==> src/rtl/i2c_pkg.sv <==
// Shared definitions for the I2C target byte engine and future bus monitors.
package i2c_pkg;

    localparam int ADDR_W = 7;
    localparam int BYTE_W = 8;

    typedef enum logic [2:0] {
        ST_IDLE      = 3'd0,
        ST_ADDR      = 3'd1,
        ST_ADDR_ACK  = 3'd2,
        ST_RX        = 3'd3,
        ST_RX_ACK    = 3'd4,
        ST_TX        = 3'd5,
        ST_TX_ACK    = 3'd6,
        ST_WAIT_STOP = 3'd7
    } state_t;

    // The target counts as busy only once its own address has been matched.
    function automatic logic state_busy(input state_t st);
        logic b;
        case (st)
            ST_ADDR_ACK, ST_RX, ST_RX_ACK, ST_TX, ST_TX_ACK: b = 1'b1;
            default:                                          b = 1'b0;
        endcase
        return b;
    endfunction

endpackage

==> src/rtl/i2c_line_sync.sv <==
// SCL/SDA synchronizer with history stage; registered edge and START/STOP detection.
module i2c_line_sync (
    input  logic clk,
    input  logic rst,
    input  logic scl_in,
    input  logic sda_in,
    output logic scl,
    output logic sda,
    output logic scl_rise,
    output logic scl_fall,
    output logic start_det,
    output logic stop_det
);

    // [0] metastability stage, [1] synchronized, [2] history
    logic [2:0] scl_pipe_r;
    logic [2:0] sda_pipe_r;
    logic       scl_rise_r;
    logic       scl_fall_r;
    logic       start_r;
    logic       stop_r;

    // Pipes reset to the idle-high bus level so reset release creates no edges.
    always_ff @(posedge clk or posedge rst) begin
        if (rst) begin
            scl_pipe_r <= 3'b111;
            sda_pipe_r <= 3'b111;
            scl_rise_r <= 1'b0;
            scl_fall_r <= 1'b0;
            start_r    <= 1'b0;
            stop_r     <= 1'b0;
        end else begin
            scl_pipe_r <= {scl_pipe_r[1:0], scl_in};
            sda_pipe_r <= {sda_pipe_r[1:0], sda_in};
            scl_rise_r <= scl_pipe_r[1] & ~scl_pipe_r[2];
            scl_fall_r <= ~scl_pipe_r[1] & scl_pipe_r[2];
            start_r    <= scl_pipe_r[1] & scl_pipe_r[2] & ~sda_pipe_r[1] & sda_pipe_r[2];
            stop_r     <= scl_pipe_r[1] & scl_pipe_r[2] & sda_pipe_r[1] & ~sda_pipe_r[2];
        end
    end

    // Line levels are taken from the history stage so they align with the detect pulses.
    assign scl       = scl_pipe_r[2];
    assign sda       = sda_pipe_r[2];
    assign scl_rise  = scl_rise_r;
    assign scl_fall  = scl_fall_r;
    assign start_det = start_r;
    assign stop_det  = stop_r;

endmodule

==> src/rtl/i2c_target.sv <==
// I2C target byte engine: address match, ACK generation, byte receive and transmit.
// No clock stretching; SDA is only ever pulled low or released.
module i2c_target
    import i2c_pkg::*;
#(
    parameter logic [ADDR_W-1:0] ADDR = 7'h42
) (
    input  logic              clk,
    input  logic              rst,
    input  logic              SCL_in,
    input  logic              SDA_in,
    output logic              SDA_out,
    output logic              SDA_oen,
    output logic [BYTE_W-1:0] rx_byte,
    output logic              rx_valid,
    input  logic [BYTE_W-1:0] tx_byte,
    output logic              tx_req,
    output logic              rw,
    output logic              busy,
    output logic              nack
);

    logic scl_s;
    logic sda_s;
    logic scl_rise_s;
    logic scl_fall_s;
    logic start_det_s;
    logic stop_det_s;

    i2c_line_sync u_line_sync (
        .clk       (clk),
        .rst       (rst),
        .scl_in    (SCL_in),
        .sda_in    (SDA_in),
        .scl       (scl_s),
        .sda       (sda_s),
        .scl_rise  (scl_rise_s),
        .scl_fall  (scl_fall_s),
        .start_det (start_det_s),
        .stop_det  (stop_det_s)
    );

    state_t              state_r,     state_s;
    logic [2:0]          bit_cnt_r,   bit_cnt_s;
    logic [BYTE_W-1:0]   shift_r,     shift_s;
    logic                tx_loaded_r, tx_loaded_s;
    logic [BYTE_W-1:0]   rx_byte_r,   rx_byte_s;
    logic                rx_valid_r,  rx_valid_s;
    logic                tx_req_r,    tx_req_s;
    logic                nack_r,      nack_s;
    logic                rw_r,        rw_s;
    logic                busy_r,      busy_s;
    logic                sda_oen_r,   sda_oen_s;
    logic [BYTE_W-1:0]   shift_in_s;

    assign shift_in_s = {shift_r[BYTE_W-2:0], sda_s};

    // Next-state, shift/count and output decode for the byte engine.
    always_comb begin
        state_s     = state_r;
        bit_cnt_s   = bit_cnt_r;
        shift_s     = shift_r;
        tx_loaded_s = tx_loaded_r;
        rx_byte_s   = rx_byte_r;
        rx_valid_s  = 1'b0;
        tx_req_s    = 1'b0;
        nack_s      = 1'b0;
        rw_s        = rw_r;
        sda_oen_s   = sda_oen_r;

        if (stop_det_s) begin
            state_s     = ST_IDLE;
            sda_oen_s   = 1'b1;
            tx_loaded_s = 1'b0;
        end else if (start_det_s) begin
            state_s     = ST_ADDR;
            bit_cnt_s   = 3'd0;
            sda_oen_s   = 1'b1;
            tx_loaded_s = 1'b0;
        end else begin
            case (state_r)
                ST_IDLE: begin
                    sda_oen_s = 1'b1;
                end
                ST_ADDR: begin
                    if (scl_rise_s) begin
                        shift_s   = shift_in_s;
                        bit_cnt_s = bit_cnt_r + 3'd1;
                        if (bit_cnt_r != 3'd7) begin
                            state_s = ST_ADDR;
                        end else if (shift_in_s[BYTE_W-1:1] == ADDR) begin
                            rw_s    = shift_in_s[0];
                            state_s = ST_ADDR_ACK;
                        end else begin
                            state_s = ST_WAIT_STOP;
                        end
                    end else begin
                        state_s = ST_ADDR;
                    end
                end
                ST_ADDR_ACK: begin
                    tx_req_s = scl_rise_s & rw_r;
                    if (!scl_fall_s) begin
                        state_s = ST_ADDR_ACK;
                    end else if (sda_oen_r) begin
                        sda_oen_s = 1'b0;
                    end else if (rw_r) begin
                        // The fall that ends the ACK clock already has to present data bit 7.
                        shift_s     = {tx_byte[BYTE_W-2:0], 1'b0};
                        sda_oen_s   = tx_byte[BYTE_W-1];
                        bit_cnt_s   = 3'd1;
                        tx_loaded_s = 1'b1;
                        state_s     = ST_TX;
                    end else begin
                        sda_oen_s = 1'b1;
                        bit_cnt_s = 3'd0;
                        state_s   = ST_RX;
                    end
                end
                ST_RX: begin
                    if (scl_rise_s) begin
                        shift_s   = shift_in_s;
                        bit_cnt_s = bit_cnt_r + 3'd1;
                        if (bit_cnt_r == 3'd7) begin
                            rx_byte_s  = shift_in_s;
                            rx_valid_s = 1'b1;
                            state_s    = ST_RX_ACK;
                        end else begin
                            state_s = ST_RX;
                        end
                    end else begin
                        state_s = ST_RX;
                    end
                end
                ST_RX_ACK: begin
                    if (!scl_fall_s) begin
                        state_s = ST_RX_ACK;
                    end else if (sda_oen_r) begin
                        sda_oen_s = 1'b0;
                    end else begin
                        sda_oen_s = 1'b1;
                        bit_cnt_s = 3'd0;
                        state_s   = ST_RX;
                    end
                end
                ST_TX: begin
                    // Load fall drives bit 7, seven more falls drive 6..0, the ninth releases.
                    if (!scl_fall_s) begin
                        state_s = ST_TX;
                    end else if (!tx_loaded_r) begin
                        shift_s     = {tx_byte[BYTE_W-2:0], 1'b0};
                        sda_oen_s   = tx_byte[BYTE_W-1];
                        bit_cnt_s   = 3'd1;
                        tx_loaded_s = 1'b1;
                    end else if (bit_cnt_r == 3'd0) begin
                        sda_oen_s   = 1'b1;
                        tx_loaded_s = 1'b0;
                        state_s     = ST_TX_ACK;
                    end else begin
                        sda_oen_s = shift_r[BYTE_W-1];
                        shift_s   = {shift_r[BYTE_W-2:0], 1'b0};
                        bit_cnt_s = bit_cnt_r + 3'd1;
                    end
                end
                ST_TX_ACK: begin
                    sda_oen_s = 1'b1;
                    if (!(scl_rise_s && scl_s)) begin
                        state_s = ST_TX_ACK;
                    end else if (!sda_s) begin
                        tx_req_s = 1'b1;
                        state_s  = ST_TX;
                    end else begin
                        nack_s  = 1'b1;
                        state_s = ST_WAIT_STOP;
                    end
                end
                ST_WAIT_STOP: begin
                    sda_oen_s = 1'b1;
                end
                default: begin
                    state_s   = ST_IDLE;
                    sda_oen_s = 1'b1;
                end
            endcase
        end

        busy_s = state_busy(state_s);
    end

    // State and output registers; reset releases SDA immediately.
    always_ff @(posedge clk or posedge rst) begin
        if (rst) begin
            state_r     <= ST_IDLE;
            bit_cnt_r   <= 3'd0;
            shift_r     <= 8'h00;
            tx_loaded_r <= 1'b0;
            rx_byte_r   <= 8'h00;
            rx_valid_r  <= 1'b0;
            tx_req_r    <= 1'b0;
            nack_r      <= 1'b0;
            rw_r        <= 1'b0;
            busy_r      <= 1'b0;
            sda_oen_r   <= 1'b1;
        end else begin
            state_r     <= state_s;
            bit_cnt_r   <= bit_cnt_s;
            shift_r     <= shift_s;
            tx_loaded_r <= tx_loaded_s;
            rx_byte_r   <= rx_byte_s;
            rx_valid_r  <= rx_valid_s;
            tx_req_r    <= tx_req_s;
            nack_r      <= nack_s;
            rw_r        <= rw_s;
            busy_r      <= busy_s;
            sda_oen_r   <= sda_oen_s;
        end
    end

    assign SDA_out  = 1'b0;
    assign SDA_oen  = sda_oen_r;
    assign rx_byte  = rx_byte_r;
    assign rx_valid = rx_valid_r;
    assign tx_req   = tx_req_r;
    assign rw       = rw_r;
    assign busy     = busy_r;
    assign nack     = nack_r;

endmodule

==> config.mk <==
export PLATFORM = sky130hd
export DESIGN_NAME = i2c_target
export DESIGN_NICKNAME = d
export VERILOG_FILES = /design/src/rtl/i2c_pkg.sv /design/src/rtl/i2c_line_sync.sv /design/src/rtl/i2c_target.sv
export SDC_FILE = /design/constraint.sdc
export NUM_CORES = 1
export LEC_CHECK = 0
export ABC_AREA = 1
export CAP_MARGIN = 10
export CORE_ASPECT_RATIO = 2
export CORE_MARGIN = 8
export CORE_UTILIZATION = 50
export DETAILED_ROUTE_END_ITERATION = 8
export PLACE_DENSITY = 0.73
export SLEW_MARGIN = 30
export SYNTH_ARGS = -nofsm -noshare
export SYNTH_HDL_FRONTEND = slang
export SYNTH_SLANG_ARGS = --single-unit
==> constraint.sdc <==
create_clock -name clk -period 3.6 [get_ports clk]
set_input_delay 0.72 -clock clk [delete_from_list [all_inputs] [get_ports clk]]
set_output_delay 0.72 -clock clk [all_outputs]
set_load 0.01 [all_outputs]
=== Word-level counts from Yosys, hierarchy flattened ===
Cells that the tools add are included.

* Add/subtract/negate cells: 1
* Equality and inequality tests: 33
* Multiplexer cells: 73
* Bitwise logic cells: 15
* Reduce and logical (&&, ||, !) cells: 16

{| class="wikitable"
|+ Operators with widths
! kind !! count
|-
| 3-bit two-way mux || 24
|-
| 8-bit two-way mux || 7
|-
| 1-bit two-way mux || 34
|-
| 3-bit equality test (second input constant) || 8
|-
| 8-bit one-hot mux with 3 select lines || 1
|-
| 3-bit one-hot mux with 6 select lines || 1
|-
| 9-bit AND reduction || 2
|-
| 3-bit by 2-bit equality test with 1-bit output (second input constant) || 4
|-
| 3-bit by 1-bit != test with 1-bit output (second input constant) || 4
|-
| 4-bit by 1-bit != test with 1-bit output (second input constant) || 3
|-
| 3-bit one-hot mux with 4 select lines || 1
|-
| 5-bit AND reduction || 2
|-
| 1-bit AND || 8
|-
| 4-bit by 2-bit != test with 1-bit output (second input constant) || 2
|-
| 7-bit equality test (second input constant) || 1
|-
| 1-bit NOT || 7
|-
| 3-bit zero test || 2
|-
| 2-bit by 1-bit != test with 1-bit output (second input constant) || 3
|-
| 3-bit by 2-bit != test with 1-bit output (second input constant) || 2
|-
| 3-bit != test (second input constant) || 2
|-
| 6-bit AND reduction || 1
|-
| 6-bit nonzero test || 1
|-
| 5-bit nonzero test || 1
|-
| 5-bit OR reduction || 1
|-
| 13 further kinds || 16
|}

* Flip-flop bits (word level): 39
* Input port bits: 12
* Logic and storage cells: 155

=== Depth between registers and ports, before layout ===
Gate-level depths: netlist (run 1).

* Depth after elaboration: 10
* Mapped depth: 11
* Mapped depth without buffers: 11

=== Cells and area by module ===
A second synthesis (run 1) with hierarchy kept.

* Cells, all modules: 271
* Area total of the unflattened synthesis: 2129.5 µm²

{| class="wikitable"
|+ Modules (own cells, without submodules)
! module !! instances !! cells each !! area an instance (µm²)
|-
| i2c_target || 1 || 249 || 1826.8
|-
| i2c_line_sync || 1 || 22 || 302.8
|}

=== Least setup slack after synthesis (run 1) ===
No wires, ideal clock.

* Path type: register to register
* Start: register bit_cnt_r[0]
* End: register busy_r, in the netlist busy
* Setup time: 121 ps
* Data arrival time: 1430 ps
* Required time: 3479 ps
* Setup slack: 2049 ps
* Stages on the path, launching flop included: 11
* Clock period less this slack: 1551 ps
* Path through: dfrtp_1 > ha_1 > ha_1 > nand2_1 > inv_1 > nand2_1 > nand3_1 > nor2_1 > nand2_1 > o21ai_0 > nor2_1

* Word-level cells in the longest chain between the ends: 10

{| class="wikitable"
|+ RTL lines
! item !! RTL line !! text
|-
| from (decl) || i2c_target.sv:44 || <nowiki>logic [2:0] bit_cnt_r, bit_cnt_s;</nowiki>
|-
| from (signal assigned) || i2c_target.sv:206 || <nowiki>bit_cnt_r <= bit_cnt_s;</nowiki>
|-
| 3-bit zero test || i2c_target.sv:155 || <nowiki>end else if (bit_cnt_r == 3'd0) begin</nowiki>
|-
| 3-bit two-way mux || i2c_target.sv:155 ||
|-
| 3-bit two-way mux || i2c_target.sv:150 || <nowiki>end else if (!tx_loaded_r) begin</nowiki>
|-
| 3-bit two-way mux || i2c_target.sv:148 || <nowiki>if (!scl_fall_s) begin</nowiki>
|-
| 3-bit one-hot mux with 6 select lines (*) || i2c_target.sv:81 || <nowiki>case (state_r)</nowiki>
|-
| 3-bit two-way mux (*) || i2c_target.sv:75 || <nowiki>end else if (start_det_s) begin</nowiki>
|-
| 3-bit two-way mux (*) || i2c_target.sv:71 || <nowiki>if (stop_det_s) begin</nowiki>
|-
| 3-bit by 2-bit equality test with 1-bit output or 3-bit equality test (tied branches) || i2c_pkg.sv:21 || <nowiki>case (st)</nowiki>
|-
| 5-bit OR reduction (*) || i2c_pkg.sv:21 ||
|-
| 1-bit two-way mux (*) || i2c_pkg.sv:21 ||
|-
| via busy_s || i2c_target.sv:52 || <nowiki>logic busy_r, busy_s;</nowiki>
|-
| to (signal assigned) || i2c_target.sv:214 || <nowiki>busy_r <= busy_s;</nowiki>
|-
| to (decl) || i2c_target.sv:52 ||
|}

Mark *: on every way through the listed nets, which the timed path passes. The rest lies on a longest branch.
A chain may end at the register's enable or synchronous reset.

=== Worst setup path after layout (run 1) ===
* Start: register sda_oen_r, in the netlist SDA_oen
* End: output port SDA_oen

{| class="wikitable"
|+ RTL lines
! item !! RTL line !! text
|-
| from (decl) || i2c_target.sv:53 || <nowiki>logic sda_oen_r, sda_oen_s;</nowiki>
|-
| from (signal assigned) || i2c_target.sv:215 || <nowiki>sda_oen_r <= sda_oen_s;</nowiki>
|-
| to (decl) || i2c_target.sv:13 || <nowiki>output logic SDA_oen,</nowiki>
|}

No word-level cell between the ends.

==> impl_metrics.csv, run 1 <==
group,metric,value,unit
status,status,"complete, no violations",
yosys,synth_area_leaders,"dfrtp_1 (38%), nand2_1 (16%), dfstp_2 (8.7%)",
grt,grt_overflow,0,
timing,finalSetupViolations,0,
min_path,hold_end,"u_line_sync.sda_pipe_r[1]$_DFF_PP1_",
floorplanning,fp.dieW,62.0,um
route,drc,0,
yosys,syn_avg_cell_area,7.46,um^2
yosys,synth-edff-count,0,
route,wl_per_cell,14.8,um
cts,clk_pin_slew,0.07,ns
cts,ctsRootBufferMaster,"clkbuf_8",
critical_path,cpMaxStageDelayCell,"dfstp_2",
critical_path,cp_max_fo,6,
cells_and_area,insertedDiodeCount,0,
floorplanning,rows,33,
critical_path,crit_family,"flip-flops",
cts,cts.sinks,39,
yosys,syn-num-nets,298,
power_and_ir_drop,leakage,1.25,nW
route,vias,1897,
grt,grt_pass1_vias,2009,
floorplanning,die_area,6690,um^2
critical_path,cp-end-kind,"output port",
cells_and_area,fin_util,60.5,%
timing,setup_tns,0,ns
cts,cts_hold_buf,0,
min_path,hold_start,"u_line_sync.sda_pipe_r[0]$_DFF_PP1_",
yosys,ys.flop_type,"dfrtp_1",
cells_and_area,final_cell_mix,"nand2_1 (88), inv_1 (32), nor2_1 (32), dfrtp_1 (32), clkdlybuf4s50_1 (25)",
power_and_ir_drop,ir_drop,0.481,mV
placed_design,dpl-instance-area,2390,um^2
cts,cts.repair.resized,0,
cts,postCtsSetupRepairBufs,0,
route,vias_per_cell,5.23,
route,wirelength,5360,um
timing,worst_pin_slew,0.564,ns
timing,slew_viol_final,0,
yosys,seq_area_frac_synth,46.6,%
critical_path,criticalPathCategory,"flip-flop to output port",
cells_and_area,layout_commonest_cell,"nand2_1",
route,final_antenna_net_count,0,
placed_design,place_congestion,1.05,
floorplanning,die_h,108,um
cts,cts_made_buffers,5,
yosys,synth-seq-cells,39,
yosys,yosysUniqueCellTypes,31,
placed_design,port_buffers,25,
cells_and_area,final_cell_area,2470,um^2
critical_path,path_buf_inv,1,
critical_path,r2r-end,"shift_r[6]$_DFFE_PP0P_",
yosys,ys_warn_count,0,
timing,clock_skew,0.00427,ns
timing,fmax,470,MHz
grt,grt_usage,18.2,%
yosys,async_reset_ff_share,100,%
timing,slew_headroom,62.3,%
cells_and_area,drive_gt1_share,9.65,%
yosys,yosys.area.top_type,"dfrtp_1",
critical_path,reg2reg_from,"state_r[2]$_DFF_PP0_",
cts,clock_path_buffers,2,
critical_path,reg2reg_slack,1.65,ns
timing,finalHoldViolations,0,
critical_path,worstRegToRegCells,7,
floorplanning,initial_core_util,51.7,%
cts,insertion_delay,0.28,ns
cts,h-tree-depth,2,
critical_path,crit_chain,"clkdlybuf4s50_1",
min_path,min_path_cells,0,
yosys,synth_top_cell_area_share,37.9,%
cts,cts_tree,"done",
critical_path,cp_data_arrival_time,1.41,ns
timing,rsz0062_at_grt,"no",
route,drtIter0Drc,59,
power_and_ir_drop,power.density,716,nW/um^2
yosys,syn_inst,283,
floorplanning,placeableCoreArea,4090,um^2
timing,fin_crit_sh,59.1,%
critical_path,max_stage_delay,0.58,ns
floorplanning,ioPinCount,27,
min_path,min_path_type,"flip-flop to flip-flop",
cells_and_area,nets,325,
route,first_pass_iters,4,
grt,antenna_found_initial,0,
grt,grt_max_degree,26,
job,max_cap_viol_count,0,
grt,grt_pass1_wl,9100,um
yosys,netlist_area,2110,um^2
critical_path,crit_required,2.88,ns
placed_design,hpwl,4300,um
critical_path,cp-start-kind,"flip-flop",
cells_and_area,syn2layout_area_growth,17.1,%
timing,fin_crit,2.13,ns
routing by layer:
metal | GRT usage [%] | vias to the layer above | wire (um)
met1 | 17.8 | 874 | 1910
met5 | 0 | - | 0
met4 | 13.6 | 0 | 324
met2 | 31.5 | 55 | 2950
li1 | - | 945 | -
met3 | 3.11 | 23 | 172
final cells by class:
type | count | area [um^2]
Multi-Input combinational cell | 203 | 952
Clock inverter | 1 | 5.00
Clock buffer | 7 | 76.3
Inverter | 35 | 131
Timing Repair Buffer | 26 | 258
Fill cell | 405 | 1620
Sequential cell | 39 | 985
Tap cell | 52 | 65.1
flip-flops by register name, summed over array words and instances, names as in the netlist:
name                    cells
nack                        1
u_line_sync.stop_det        1
bit_cnt_r                   3
u_line_sync.start_det       1
tx_req                      1
u_line_sync.sda_pipe_r      3
state_r                     3
busy                        1
tx_loaded_r                 1
rx_byte                     8
u_line_sync.scl_pipe_r      3
shift_r                     8
u_line_sync.scl_fall        1
rw                          1
rx_valid                    1
SDA_oen                     1
u_line_sync.scl_rise        1
synthesized netlist by cell type, types with 2 or more instances:
cell      count
dfstp_2       7
o21ai_0      16
o22ai_1       2
nor2_1       32
nand2_2       3
o21ai_1       8
buf_6         2
a21oi_1       7
nand2_1      88
nand2_4       2
ha_1          3
buf_2         2
nor3_1        4
inv_2         3
inv_1        32
o211ai_1      2
dfrtp_1      32
nand3_1      21
nor2_2        5
how the worst max path moves through the flow:
stage / from / endpoint / depth (start not counted)
2_1_floorplan: rst / bit_cnt_r[0]$_DFFE_PP0P_ / 1
3_3_place_gp: state_r[2]$_DFF_PP0_ / shift_r[2]$_DFFE_PP0P_ / 7
3_5_place_dp: state_r[2]$_DFF_PP0_ / shift_r[6]$_DFFE_PP0P_ / 7
4_1_cts: SDA_oen$_DFFE_PP1P_ / SDA_oen / 1
5_1_grt: state_r[2]$_DFF_PP0_ / shift_r[6]$_DFFE_PP0P_ / 7
6_report: SDA_oen$_DFFE_PP1P_ / SDA_oen / 1
stage by stage:
step           setup WS (ns)  hold WS (ns)  instances  total power [W]
5_1_grt                 1.39         0.360        363          0.00193
2_1_floorplan           2.00         0.345        283          0.00130
3_5_place_dp            1.67         0.347        355          0.00151
4_1_cts                 1.45         0.358        363          0.00179
3_3_place_gp            1.70         0.346        355          0.00150
6_report                1.47         0.357        363          0.00177
report_power, final:
part / leakage, nW / total, W / internal [W] / switching (W)
clock: 0.0422 / 0.000274 / 0.000136 / 0.000139
combinational: 0.712 / 0.000837 / 0.000289 / 0.000548
sequential: 0.498 / 0.000659 / 0.000534 / 0.000125
total: 1.25 / 0.00177 / 0.000959 / 0.000812
cell families (layout without fill, tap and decap cells):
kind of cell    count (synthesis)  count (layout)  synth area share (%)
buf+inv                        41              69                  8.29
other cells                     1               1                 0.178
flops                          39              39                  46.6
compound gates                 39              39                  10.1
simple gates                  160             160                  33.1
fa+ha+maj                       3               3                  1.78
(Power assumes the default switching activity.)
==> run 2, diff against run 1 <==
--- a/config.mk
+++ b/config.mk
@@ -9,9 +9,9 @@
 export CAP_MARGIN = 10
 export CORE_ASPECT_RATIO = 2
 export CORE_MARGIN = 8
-export CORE_UTILIZATION = 50
+export CORE_UTILIZATION = 49
 export DETAILED_ROUTE_END_ITERATION = 8
-export PLACE_DENSITY = 0.73
+export PLACE_DENSITY = 0.75
 export SLEW_MARGIN = 30
 export SYNTH_ARGS = -nofsm -noshare
 export SYNTH_HDL_FRONTEND = slang
==> constraint.sdc (replaced) <==
create_clock -name clk -period 1.76 [get_ports clk]
set_input_delay 0.352 -clock clk [delete_from_list [all_inputs] [get_ports clk]]
set_output_delay 0.352 -clock clk [all_outputs]
set_load 0.01 [all_outputs]
==> run 2 against run 1 <==
Die area increased by 1.6%. Global-route usage decreased by 1.7 points. Cell area increased by 11%. Critical path depth unchanged. First-iteration DRC count increased by 47%. Register-to-register slack got worse by 1.6 ns. Sequential power increased by 100%. Sequential cell count unchanged. Utilization increased by 4.1 points. Clock-buffer cell count unchanged. Power increased by 130%. Largest power group unchanged.
==> impl_metrics.csv, run 2 (synthesized netlist as in run 1, its figures left out) <==
group,metric,value,unit
timing,setup_ws,0.0500,ns
cts,clk_pin_slew,0.08,ns
placed_design,place_inst,378,
timing,fin_crit_sh,97.2,%
floorplanning,placeableCoreArea,4250,um^2
critical_path,crit_family,"buffers and inverters",
timing,slew_viol_final,0,
critical_path,cp-start-kind,"flip-flop",
grt,grtUsageMet3,2.98,%
floorplanning,rows,34,
route,wl_per_cell,13.9,um
power_and_ir_drop,power.density,1510,nW/um^2
critical_path,cp-end-kind,"output port",
grt,grt_pass1_vias,2010,
grt,grt_pass1_wl,9090,um
grt,grt_usage,16.4,%
timing,fin_crit,1.71,ns
cells_and_area,final_cell_mix,"nand2_1 (83), nor2_1 (31), inv_1 (30), dfrtp_1 (29), clkdlybuf4s50_1 (24)",
cts,cts_made_buffers,5,
cells_and_area,nets,348,
cells_and_area,fin_util,64.6,%
cells_and_area,drive_gt1_share,21.0,%
grt,met1_usage,18.7,%
placed_design,port_buffers,25,
route,first_pass_iters,4,
timing,finalHoldViolations,0,
grt,grt_overflow,0,
min_path,hold_start,"u_line_sync.scl_pipe_r[0]$_DFF_PP1_",
floorplanning,ioPinCount,27,
power_and_ir_drop,ir_drop,0.915,mV
cts,clock_path_buffers,2,
placed_design,place_congestion,0.918,
cells_and_area,syn2layout_area_growth,30.2,%
cts,h-tree-depth,2,
cells_and_area,fin_cells,388,
cells_and_area,layout_commonest_cell,"nand2_1",
job,max_cap_viol_count,0,
critical_path,criticalPathCategory,"flip-flop to output port",
critical_path,reg2reg_from,"bit_cnt_r[0]$_DFFE_PP0P_",
critical_path,crit_path_start,"rw$_DFFE_PP0P_",
cts,insertion_delay,0.29,ns
grt,grtUsageMet2,28.8,%
critical_path,crit_required,1.41,ns
floorplanning,initial_core_util,49.6,%
floorplanning,die_area,6790,um^2
route,final_antenna_net_count,0,
critical_path,cp_max_fo,6,
cts,cts.sinks,39,
critical_path,cpMaxStageDelayCell,"clkdlybuf4s50_1",
power_and_ir_drop,leakage,1.39,nW
status,status,"complete, no violations",
route,drc,0,
grt,busiest_layer,"met2",
floorplanning,die_h,109,um
critical_path,cp_data_arrival_time,1.36,ns
timing,holdWs,0.358,ns
route,vias,2039,
route,drtIter0Drc,87,
critical_path,path_buf_inv,1,
cts,ctsRootBufferMaster,"clkbuf_8",
cells_and_area,insertedDiodeCount,0,
timing,finalSetupViolations,0,
grt,grt_max_degree,40,
floorplanning,fp.dieW,62.4,um
cts,cts_hold_buf,0,
timing,fmax,585,MHz
placed_design,post-place-ws,0.0502,ns
timing,clock_skew,0.00823,ns
route,wirelength,5400,um
min_path,min_path_type,"flip-flop to flip-flop",
critical_path,crit_chain,"clkdlybuf4s50_1",
critical_path,max_stage_delay,0.59,ns
grt,antenna_found_initial,0,
cts,cts_tree,"done",
power_and_ir_drop,power,0.00414,W
placed_design,hpwl,4030,um
route,vias_per_cell,5.26,
==> run 2: cell count changes in the layout (fill, tap and decap cells not counted), sizes merged <==
cell / before / now
clkinvlp: 0 / 3
clkdlybuf4s50: 25 / 24
inv: 35 / 34
clkinv: 1 / 0
buf: 1 / 23
dlygate4sd2: 0 / 1
==> run 2: layer usage <==
layer | share of wire (%) | vias to the layer above
met4 | 2.6 | 0
met5 | 0 | -
met3 | 4.9 | 13
met1 | 42 | 967
li1 | - | 999
met2 | 50 | 60
==> run 2: path summary, 6_finish.rpt <==
path | endpoint | slack, ns | cells past startpoint
max in group asynchronous | u_line_sync.scl_pipe_r[2]$_DFF_PP1_ | 1.09 | 3
max reg2reg | rx_byte[0]$_DFFE_PP0P_ | 0.09 | 9
min | u_line_sync.scl_pipe_r[1]$_DFF_PP1_ | 0.36 | 0
min in group asynchronous | shift_r[7]$_DFFE_PP0P_ | 0.41 | 3
min reg2reg | u_line_sync.scl_pipe_r[1]$_DFF_PP1_ | 0.36 | 0
max | rw | 0.05 | 1
==> run 2: area by class of cell <==
class	instances	area, um^2
flip-flops and latches	39	988
clock inverters	1	7.51
repair buffers	48	434
multi-input cells	203	1010
repair inverters	1	7.51
clock buffers	7	96.3
inverters	35	138
fillers	372	1510
well taps	54	67.6
==> run 2: per-stage QoR <==
stage                     setup TNS (ns)  cell area (um^2)
final                                  0              2750
after global routing             -0.0532              2750
after CTS                              0              2670
after detailed placement               0              2560
after global placement                 0              2560
after floorplan                        0              2110
==> run 2: timing repair <==
item / 4_1_cts / 5_1_grt
setup endpoints to repair: 1 / 15
gates cloned: 0 / 1
resized for setup: 1 / 25
buffers inserted: 0 / 1
pin swaps: 0 / 4
==> run 2: power by group <==
group	switching [W]	leakage [nW]	internal, W
Sequential	0.000238	0.494	0.00110
Clock	0.000317	0.0505	0.000357
Combinational	0.00124	0.847	0.000891
==> run 3, diff against run 2 <==
--- a/config.mk
+++ b/config.mk
@@ -9,10 +9,10 @@
 export CAP_MARGIN = 10
 export CORE_ASPECT_RATIO = 2
 export CORE_MARGIN = 8
-export CORE_UTILIZATION = 49
+export CORE_UTILIZATION = 50
 export DETAILED_ROUTE_END_ITERATION = 8
-export PLACE_DENSITY = 0.75
-export SLEW_MARGIN = 30
+export PLACE_DENSITY = 0.73
+export SLEW_MARGIN = 20
 export SYNTH_ARGS = -nofsm -noshare
 export SYNTH_HDL_FRONTEND = slang
 export SYNTH_SLANG_ARGS = --single-unit
==> constraint.sdc (replaced) <==
create_clock -name clk -period 2.1 [get_ports clk]
set_input_delay 0.42 -clock clk [delete_from_list [all_inputs] [get_ports clk]]
set_output_delay 0.42 -clock clk [all_outputs]
set_load 0.01 [all_outputs]
==> run 3 against run 2 <==
Critical path depth did not move. Non-clock buffer count decreased by 17. First-iteration DRC count is 4.6% higher. Power down 24%. Critical path type unchanged. Critical endpoint is now SDA_oen.
==> impl_metrics.csv, run 3 (synthesized netlist as in run 1, its figures left out) <==
group,metric,value,unit
status,status,"complete, no violations",
timing,clock_skew,0.00878,ns
timing,finalHoldViolations,0,
cells_and_area,fin_cells,368,
job,max_cap_viol_count,0,
floorplanning,initial_core_util,51.7,%
placed_design,post-place-ws,0.341,ns
placed_design,place_inst,360,
cells_and_area,layout_commonest_cell,"nand2_1",
power_and_ir_drop,leakage,1.27,nW
critical_path,r2r-end,"shift_r[2]$_DFFE_PP0P_",
timing,holdWs,0.357,ns
critical_path,critPathCapture,"SDA_oen",
placed_design,place_congestion,1.01,
grt,grtUsageMet3,3.47,%
cts,clk_pin_slew,0.08,ns
timing,slew_headroom,65.6,%
min_path,min_path_type,"flip-flop to flip-flop",
critical_path,path_buf_inv,1,
cts,ctsRootBufferMaster,"clkbuf_8",
cells_and_area,fin_util,61.4,%
timing,fin_crit_sh,87.6,%
grt,grt_pass1_vias,1905,
timing,finalSetupViolations,0,
grt,grt_overflow,0,
floorplanning,die_h,108,um
timing,fin_crit,1.84,ns
cts,h-tree-depth,2,
critical_path,reg2reg_from,"state_r[2]$_DFF_PP0_",
timing,fmax,544,MHz
cts,cts_hold_buf,0,
placed_design,hpwl,4240,um
critical_path,cp.depth,1,
cts,clock_path_buffers,2,
cells_and_area,syn2layout_area_growth,18.8,%
critical_path,crit_required,1.68,ns
power_and_ir_drop,power.density,1250,nW/um^2
cts,cts.repair.resized,0,
critical_path,crit_chain,"clkdlybuf4s50_1",
critical_path,cp_max_fo,6,
route,vias_per_cell,5.21,
route,wirelength,5460,um
floorplanning,ioPinCount,27,
route,drtIter0Drc,91,
critical_path,crit_path_start,"SDA_oen$_DFFE_PP1P_",
critical_path,cp-start-kind,"flip-flop",
power_and_ir_drop,ir_drop,0.937,mV
cts,cts.sinks,39,
floorplanning,die_area,6690,um^2
grt,grt_max_degree,40,
route,final_antenna_net_count,0,
critical_path,reg2reg_slack,0.32,ns
grt,grtUsageMet2,31.3,%
route,drc,0,
critical_path,cp_data_arrival_time,1.42,ns
placed_design,port_buffers,25,
cts,insertion_delay,0.29,ns
cells_and_area,nets,330,
route,first_pass_iters,5,
critical_path,worstRegToRegCells,9,
critical_path,cpMaxStageDelayCell,"dfstp_2",
route,vias,1917,
cts,postCtsSetupRepairBufs,0,
critical_path,crit_family,"flip-flops",
floorplanning,rows,33,
cells_and_area,insertedDiodeCount,0,
floorplanning,fp.dieW,62.0,um
floorplanning,placeableCoreArea,4090,um^2
timing,slew_viol_final,0,
critical_path,cp-end-kind,"output port",
grt,busiest_layer,"met2",
grt,grt_usage,17.8,%
grt,grt_pass1_wl,8800,um
cells_and_area,drive_gt1_share,10.8,%
cts,cts_tree,"done",
grt,met1_usage,17.7,%
cts,cts_made_buffers,5,
critical_path,criticalPathCategory,"flip-flop to output port",
critical_path,max_stage_delay,0.58,ns
cells_and_area,final_cell_mix,"nand2_1 (88), inv_1 (32), nor2_1 (32), dfrtp_1 (32), clkdlybuf4s50_1 (25)",
timing,setup_ws,0.260,ns
timing,worst_pin_slew,0.516,ns
route,wl_per_cell,14.8,um
timing,rsz0062_at_grt,"no",
timing,setup_tns,0,ns
grt,antenna_found_initial,0,
-- run 3: worst reg2reg max path, stage by stage, from the launching register on --
cell,delay (ns)
dfrtp_1,0.67
nor2_2,0.11
nand2_4,0.13
inv_1,0.10
nor2_1,0.09
nor2_1,0.05
nor2_2,0.22
buf_4,0.19
nand3_1,0.07
nand2_1,0.08
-- run 3: area by class of cell --
type                    count  area, um^2
clock buffers               8        80.1
fillers                   369        1580
inverters                  35         131
multi-input cells         203         952
flip-flops and latches     39         985
well taps                  52        65.1
repair buffers             31         295
-- run 3: worst min path at each step --
| stage | cells after the start | endpoint | start | slack [ns] |
|---|---|---|---|---|
| 5_1_grt | 0 | u_line_sync.scl_pipe_r[1]$_DFF_PP1_ | u_line_sync.scl_pipe_r[0]$_DFF_PP1_ | 0.36 |
| 3_3_place_gp | 0 | u_line_sync.sda_pipe_r[1]$_DFF_PP1_ | u_line_sync.sda_pipe_r[0]$_DFF_PP1_ | 0.35 |
| 2_1_floorplan | 0 | u_line_sync.scl_pipe_r[1]$_DFF_PP1_ | u_line_sync.scl_pipe_r[0]$_DFF_PP1_ | 0.35 |
| 3_5_place_dp | 0 | u_line_sync.scl_pipe_r[1]$_DFF_PP1_ | u_line_sync.scl_pipe_r[0]$_DFF_PP1_ | 0.35 |
| 6_report | 0 | u_line_sync.scl_pipe_r[1]$_DFF_PP1_ | u_line_sync.scl_pipe_r[0]$_DFF_PP1_ | 0.36 |
| 4_1_cts | 0 | u_line_sync.scl_pipe_r[1]$_DFF_PP1_ | u_line_sync.scl_pipe_r[0]$_DFF_PP1_ | 0.36 |
-- run 3: routing by layer --
| metal | vias up | share of wire (%) |
|---|---|---|
| met5 | - | 0 |
| met3 | 26 | 4.6 |
| met4 | 0 | 6.0 |
| met2 | 62 | 55 |
| met1 | 874 | 35 |
| li1 | 955 | - |
-- run 3: where the power goes --
group	internal (W)	switching (W)	total [W]	leakage, nW
sequential	0.000915	0.000217	0.00113	0.498
clock	0.000236	0.000254	0.000490	0.0395
combinational	0.000553	0.000964	0.00152	0.736
-- run 3: through the flow --
stage,cell area [um^2],power (W)
global placement,2430,0.00265
detailed placement,2430,0.00265
floorplan,2110,0.00222
finish,2510,0.00314
CTS,2510,0.00315
global route,2510,0.00338
